## src/rtl/isqrt_seq.sv

```systemverilog
// Sequential integer square root using the digit-by-digit restoring method.
// Each enabled cycle consumes the top two operand bits and produces one root bit.
// The result is held on root/rem with a valid/ready handshake.
module isqrt_seq #(
    parameter int DATA_WIDTH = 11
) (
    input  logic                      clk,
    input  logic                      rstn,
    input  logic                      en,
    input  logic                      in_valid,
    output logic                      in_ready,
    input  logic [2*DATA_WIDTH-1:0]   data,
    output logic                      out_valid,
    input  logic                      out_ready,
    output logic [DATA_WIDTH-1:0]     root,
    output logic [DATA_WIDTH:0]       rem,
    output logic                      busy
);

    localparam int W  = DATA_WIDTH;
    localparam int CW = (W > 1) ? $clog2(W) : 1;
    localparam logic [CW-1:0] CNT_LAST = CW'(W - 1);

    typedef enum logic [1:0] {
        IDLE,
        CALC,
        DONE
    } state_t;

    state_t          state_q, state_d;
    logic [2*W-1:0]  x_q, x_d;
    logic [W-1:0]    q_q, q_d;
    logic [W+1:0]    r_q, r_d;
    logic [CW-1:0]   cnt_q, cnt_d;
    logic [W-1:0]    root_q, root_d;
    logic [W:0]      rem_q, rem_d;
    logic            out_valid_q, out_valid_d;

    logic            accept;
    logic            step;
    logic            last;
    logic [W+1:0]    r_sh;
    logic [W+1:0]    t;
    logic [W+1:0]    r_new;
    logic            ge;

    // The partial remainder never exceeds W bits between steps, so only its
    // low W bits feed the next shift; the top two bits are kept for width only.
    logic            unused_r_top;
    assign unused_r_top = ^r_q[W+1:W];

    // One restoring step: trial-subtract {q,01} from the remainder shifted by two bits
    always_comb begin
        r_sh  = {r_q[W-1:0], x_q[2*W-1:2*W-2]};
        t     = {q_q, 2'b01};
        ge    = (r_sh >= t);
        r_new = ge ? (r_sh - t) : r_sh;
    end

    // State register
    always_ff @(posedge clk or negedge rstn) begin
        if (!rstn) begin
            state_q <= IDLE;
        end else begin
            state_q <= state_d;
        end
    end

    // Next-state logic
    always_comb begin
        state_d = state_q;
        unique case (state_q)
            IDLE:    if (accept)    state_d = CALC;
            CALC:    if (last)      state_d = DONE;
            DONE:    if (out_ready) state_d = IDLE;
            default:                state_d = IDLE;
        endcase
    end

    // FSM-decoded outputs and control strobes
    always_comb begin
        in_ready = (state_q == IDLE) & en;
        busy     = (state_q == CALC);
        accept   = in_valid & in_ready;
        step     = (state_q == CALC) & en;
        last     = step & (cnt_q == CNT_LAST);
    end

    // Datapath next-state: operand shift, partial root/remainder, result capture
    always_comb begin
        x_d         = x_q;
        q_d         = q_q;
        r_d         = r_q;
        cnt_d       = cnt_q;
        root_d      = root_q;
        rem_d       = rem_q;
        out_valid_d = out_valid_q;
        if (accept) begin
            x_d   = data;
            q_d   = '0;
            r_d   = '0;
            cnt_d = '0;
        end else if (step) begin
            x_d   = {x_q[2*W-3:0], 2'b00};
            q_d   = {q_q[W-2:0], ge};
            r_d   = r_new;
            cnt_d = cnt_q + 1'b1;
            if (last) begin
                root_d      = {q_q[W-2:0], ge};
                rem_d       = r_new[W:0];
                out_valid_d = 1'b1;
            end
        end else if ((state_q == DONE) && out_ready) begin
            out_valid_d = 1'b0;
        end
    end

    // Datapath registers
    always_ff @(posedge clk or negedge rstn) begin
        if (!rstn) begin
            x_q         <= '0;
            q_q         <= '0;
            r_q         <= '0;
            cnt_q       <= '0;
            root_q      <= '0;
            rem_q       <= '0;
            out_valid_q <= 1'b0;
        end else begin
            x_q         <= x_d;
            q_q         <= q_d;
            r_q         <= r_d;
            cnt_q       <= cnt_d;
            root_q      <= root_d;
            rem_q       <= rem_d;
            out_valid_q <= out_valid_d;
        end
    end

    assign root      = root_q;
    assign rem       = rem_q;
    assign out_valid = out_valid_q;

endmodule

```

## config.mk

```make
export PLATFORM = sky130hd
export DESIGN_NAME = isqrt_seq
export DESIGN_NICKNAME = d
export VERILOG_FILES = /design/src/rtl/isqrt_seq.sv
export SDC_FILE = /design/constraint.sdc
export NUM_CORES = 1
export LEC_CHECK = 0
export BUFFER_PORTS_ARGS = -buffer_cell sky130_fd_sc_hd__buf_2
export CORE_ASPECT_RATIO = 0.8
export CORE_MARGIN = 3
export CORE_UTILIZATION = 57
export DETAILED_ROUTE_END_ITERATION = 8
export GPL_TIMING_DRIVEN = 0
export PLACE_DENSITY = 0.8
export SLEW_MARGIN = 20
export SYNTH_ARGS = -nofsm -noshare
export SYNTH_HDL_FRONTEND = slang
export SYNTH_SLANG_ARGS = --single-unit
```

## constraint.sdc

```tcl
create_clock -name clk -period 3.3 [get_ports clk]
set_input_delay 0.33 -clock clk [delete_from_list [all_inputs] [get_ports clk]]
set_output_delay 0.33 -clock clk [all_outputs]
set_load 0.005 [all_outputs]
```

Yosys cells after proc, flatten, opt, wreduce, memory -nomap -nowiden:

Cells that the tools add are included.

* eq/ne operators: 7
* bitwise logic cells: 5
* reductions and logical operators: 7
* add/sub/neg operators: 2
* order comparisons: 1
* mux-type cells: 16

Operator list (count)
* 11-bit two-way mux: 4
* 22-bit two-way mux: 2
* 13-bit greater-or-equal comparator: 1
* 12-bit two-way mux: 1
* 12-bit subtractor: 1
* 3-bit AND reduction: 3
* 4-bit two-way mux: 2
* 2-bit two-way mux: 3
* 2-bit case mux with 3 select lines: 1
* 4-bit by 1-bit adder with 4-bit output (second input constant): 1
* 1-bit bitwise AND: 4
* 4-bit equality test (second input constant): 1
* 2-bit by 1-bit inequality test with 1-bit output (second input constant): 2
* 2-bit inequality test (second input constant): 2
* 2-bit nonzero test: 2
* 1-bit two-way mux: 3
* 2-bit by 1-bit equality test with 1-bit output (second input constant): 1
* 2-bit equality test (second input constant): 1
* 2-bit zero test: 1
* 1-bit logical AND: 1
* 1-bit NOT: 1

* output and inout port bits: 26
* register bits after elaboration: 74

Depth between registers and ports, before layout:

* depth after elaboration: 5
* mapped depth: 9
* gate-level depth less buffers: 8

Least setup slack after synthesis:

OpenSTA, ideal clock, no wires.

* path type: reg-to-reg
* start point: register q_q[3]
* end point: register r_q[5]
* arrival: 2.180 ns
* setup slack: 0.982 ns
* required time: 3.162 ns
* stages on the path, launching flop included: 10
* buffers on the path: 1
* path through: dfrtp_1 > inv_1 > ha_1 > or3_4 > and3_4 > a221oi_4 > o211ai_4 > buf_6 > mux2i_1 > o22ai_1

* word-level cells in the longest chain between the ends: 4

RTL lines
* start: declaration: RTL line 32 `logic [W-1:0] q_q, q_d;`
* start signal: assignment: RTL line 130 `q_q <= q_d;`
* 12-bit subtractor / 13-bit greater-or-equal comparator (equally long branches): RTL line 57, 56
* 12-bit two-way mux *: RTL line 57 `r_new = ge ? (r_sh - t) : r_sh;`
* 11-bit two-way mux *: RTL line 103 `end else if (step) begin`
* 11-bit two-way mux *: RTL line 98 `if (accept) begin`
* end signal: assignment: RTL line 131 `r_q <= r_d;`
* end: declaration: RTL line 33 `logic [W+1:0] r_q, r_d;`

Every way passes the cells marked *; elsewhere a longest branch is shown, timed or not. The select of a mux whose other input is x is not followed.
A chain may end at the register's enable or synchronous reset.

Worst setup path after layout:

* start point: register q_q[2]
* end point: register r_q[7]

Same word-level chain as after synthesis.

==> out/metrics.yaml <==
cts:
  cts_num_sinks: 74
  htree_levels: 3
  cts_buffer_depth: 2
  cts_tree: "done"
  cts-root-buf: "clkbuf_8"
  clock_latency_ns: 0.35
  clk_pin_slew_ns: 0.07
  cts_buffers: 9
  post_cts.repair.setup_buffers: 0
critical_path:
  timing.rr.start: "q_q[2]$_DFFE_PN0P_"
  required_ns: 3.51
  ff2ff_path_depth: 9
  crit_fanout: 10
  max_stage_delay_ns: 0.44
  r2r_setup_slack_ns: 0.54
  cp-end-kind: "register"
  r2r_end: "r_q[7]$_DFFE_PN0P_"
  cp_slowest_cell: "a2111oi_4"
  path_cells: "inv_1 > ha_1 > a2111oi_4 > o21ai_2 > a221oi_4 > o211ai_4 > buf_6 > mux2i_1 > o22ai_1"
  worstSetupStartpointType: "register"
  crit_type: "reg -> reg"
  worst_ep_arrival_time_ns: 2.96
sta:
  drv_slew: 0
  max_freq_mhz: 362.9
  rsz0062_at_grt: "false"
  fin_crit_ns: 2.756
  hold_viol: 0
  finalSetupTns_ns: 0
  min_period_over_period: 0.8351
  timing.slew.headroom: 0.5997
  worstMarginPinSlew_ns: 0.6004
  setup_viol: 0
  skew_ns: 0.008449
floorplan:
  core_um2: 6037
  die_area_um2: 7342
  rows: 25
  die_width_um: 95.05
  initial_utilization: 0.5990
  dieHeight_um: 77.24
  ioPinCount: 53
pwr:
  leakagePower_nw: 2.046
  powerDensity_nw_per_um2: 1129
  irDropWorstVdd_mv: 0.5448
layout:
  antenna_cells: 0
  multi_input_area_um2: 1610
  layout_common_cells: "nand2_1 (98), dfrtp_1 (74), buf_2 (51), o21ai_0 (29), clkbuf_1 (22)"
  layout-drive-gt1-share: 0.1742
  seqCellArea_um2: 1852
  final_common_cell: "nand2_1"
  syn2layout_area_growth_pct: 16.02
  nNetsFinal: 480
  finalNonFillerCells: 523
  num-fill-cells: 469
  fin_area_um2: 4195
  final_core_util: 0.6949
global_route:
  grt_pass1_wl_um: 14350
  grt_max_degree: 39
  antenna_found_initial: 0
  grt_pass1_vias: 2903
  grt.total_usage: 0.2559
  overflow: 0
hold_path:
  holdPathEnd: "x_q[1]$_DFFE_PN0P_"
  worstHoldStart: "data[1]"
  worstHoldPathType: "in -> reg"
  worst_hold_path.num_cells: 3
logic_synthesis:
  yosysUniqueCellTypes: 44
  synth_edf_count: 0
  syn_inst: 373
  synth_top_area_share: 0.5121
  syn_area_um2: 3616
  synth_top_family_by_area: "compound AO/OA/AOI/OAI gates"
  yosysSeqAreaShare: 0.5121
  yosysWarnings: 0
  synth-simple-area-share: 0.1429
  ys_ff_latch: 74
  syn_avg_cell_area_um2: 9.694
  ys.flop_type: "dfrtp_1"
  synth_compound_area_frac: 0.1900
  synth_xor_xnor_area_share: 0.03149
  synth_fa_ha_area_frac: 0.05190
  async_flop_share: 1.000
  synth_nets: 415
  synth.area.top_cells: "dfrtp_1 (51%), nand2_1 (10%), ha_1 (5.2%)"
  synth_top_cell_by_area: "dfrtp_1"
  synth_mux_area_frac: 0.02907
routing:
  dr.pass1.iters: 4
  drt-initial-drc-count: 161
  post_drt_via_cell_ratio: 5.562
  wire_per_inst_um: 16.00
  route.final.wire_length_um: 8367
  num_vias: 2909
  drc_errors: 0
  drtAntennaViolNets: 0
placement:
  gp_congestion: 0.9012
  place_area_um2: 4000
  post-place-cells: 507
  port_buffers: 52
  dp_hpwl_um: 5964
status:
  outcome: "finished, final reports clean"
flow_run:
  drv_cap: 0
[worst max path at each step]
| stage | from | to | slack, ns | cells past startpoint |
|---|---|---|---|---|
| 2_1_floorplan | q_q[3]$_DFFE_PN0P_ | r_q[5]$_DFFE_PN0P_ | 0.98 | 9 |
| 3_3_place_gp | q_q[2]$_DFFE_PN0P_ | r_q[7]$_DFFE_PN0P_ | 0.60 | 9 |
| 3_5_place_dp | q_q[2]$_DFFE_PN0P_ | r_q[7]$_DFFE_PN0P_ | 0.58 | 9 |
| 4_1_cts | q_q[2]$_DFFE_PN0P_ | r_q[7]$_DFFE_PN0P_ | 0.57 | 9 |
| 5_1_grt | q_q[2]$_DFFE_PN0P_ | rem[7]$_DFFE_PN0P_ | 0.40 | 9 |
| 6_report | q_q[2]$_DFFE_PN0P_ | r_q[7]$_DFFE_PN0P_ | 0.54 | 9 |
[cells in the mapped netlist (4+ instances only)]
cell,number
a21oi_1,6
a22oi_1,19
clkbuf_1,20
dfrtp_1,74
ha_1,15
inv_1,17
mux2i_1,9
nand2_1,98
nand4_1,4
nor2_1,8
o21ai_0,29
o22ai_1,17
xnor2_1,8
xor2_1,5
[layer usage]
| metal | track usage | wire length [µm] | vias up | share of wire |
|---|---|---|---|---|
| met2 | 0.3821 | 3831 | 87 | 0.46 |
| met4 | 0.07205 | 99 | 0 | 0.012 |
| met3 | 0.06569 | 581 | 9 | 0.069 |
| met5 | 0 | 0 | - | 0 |
| met1 | 0.3692 | 3855 | 1387 | 0.46 |
| li1 | - | - | 1426 | - |
[state kept, by name (all words and copies together) (netlist names)]
register   count
out_valid      1
rem           12
q_q           11
r_q           11
root          11
cnt_q          4
state_q        2
x_q           22
[worst max-delay path: cells and delay by family (launching register included)]
family,cells,cell delay (ns)
buf+inv,2,0.29
compound gates,5,1.25
mux,1,0.30
flops,1,0.35
fa+ha+maj,1,0.41
[power breakdown]
| group | internal (mW) | leakage (nW) | switching [mW] |
|---|---|---|---|
| Clock | 0.364 | 0.0962 | 0.321 |
| Combinational | 1.10 | 0.976 | 1.45 |
| Sequential | 1.27 | 0.974 | 0.234 |
| Total | 2.73 | 2.05 | 2.00 |
[stage by stage]
stage	hold slack (ns)	power [mW]	setup WS [ns]
final	0.1838	4.736	0.5441
after floorplan	0.03441	3.390	0.9824
after detailed placement	0.3274	4.032	0.5836
after global placement	0.4568	3.956	0.5999
after CTS	0.1706	4.740	0.5709
after global routing	0.1850	5.142	0.4044
[what timing repair did]
item	in CTS	in global routing
hold buffers	1	0
endpoints found under the setup margin	0	0
endpoints found under the hold margin	36	0
gates resized for setup	0	0
[area by class of cell]
type                    instances  share of cell area
repair buffers                 54             0.06979
well taps                      81             0.02416
plain buffers                  22             0.02147
clock buffers                  12             0.03460
multi-input cells             260              0.3838
clock inverters                 3            0.009544
flip-flops and latches         74              0.4414
inverters                      17             0.01521
[kinds of logic after synthesis]
family                   after synthesis
multiplexers                          10
AO/OA/AOI/OAI                         98
adder cells (fa/ha/maj)               15
XOR/XNOR                              13
flip-flops                            74
buffers and inverters                 39
AND/OR/NAND/NOR                      124
(Power assumes the default switching activity.)
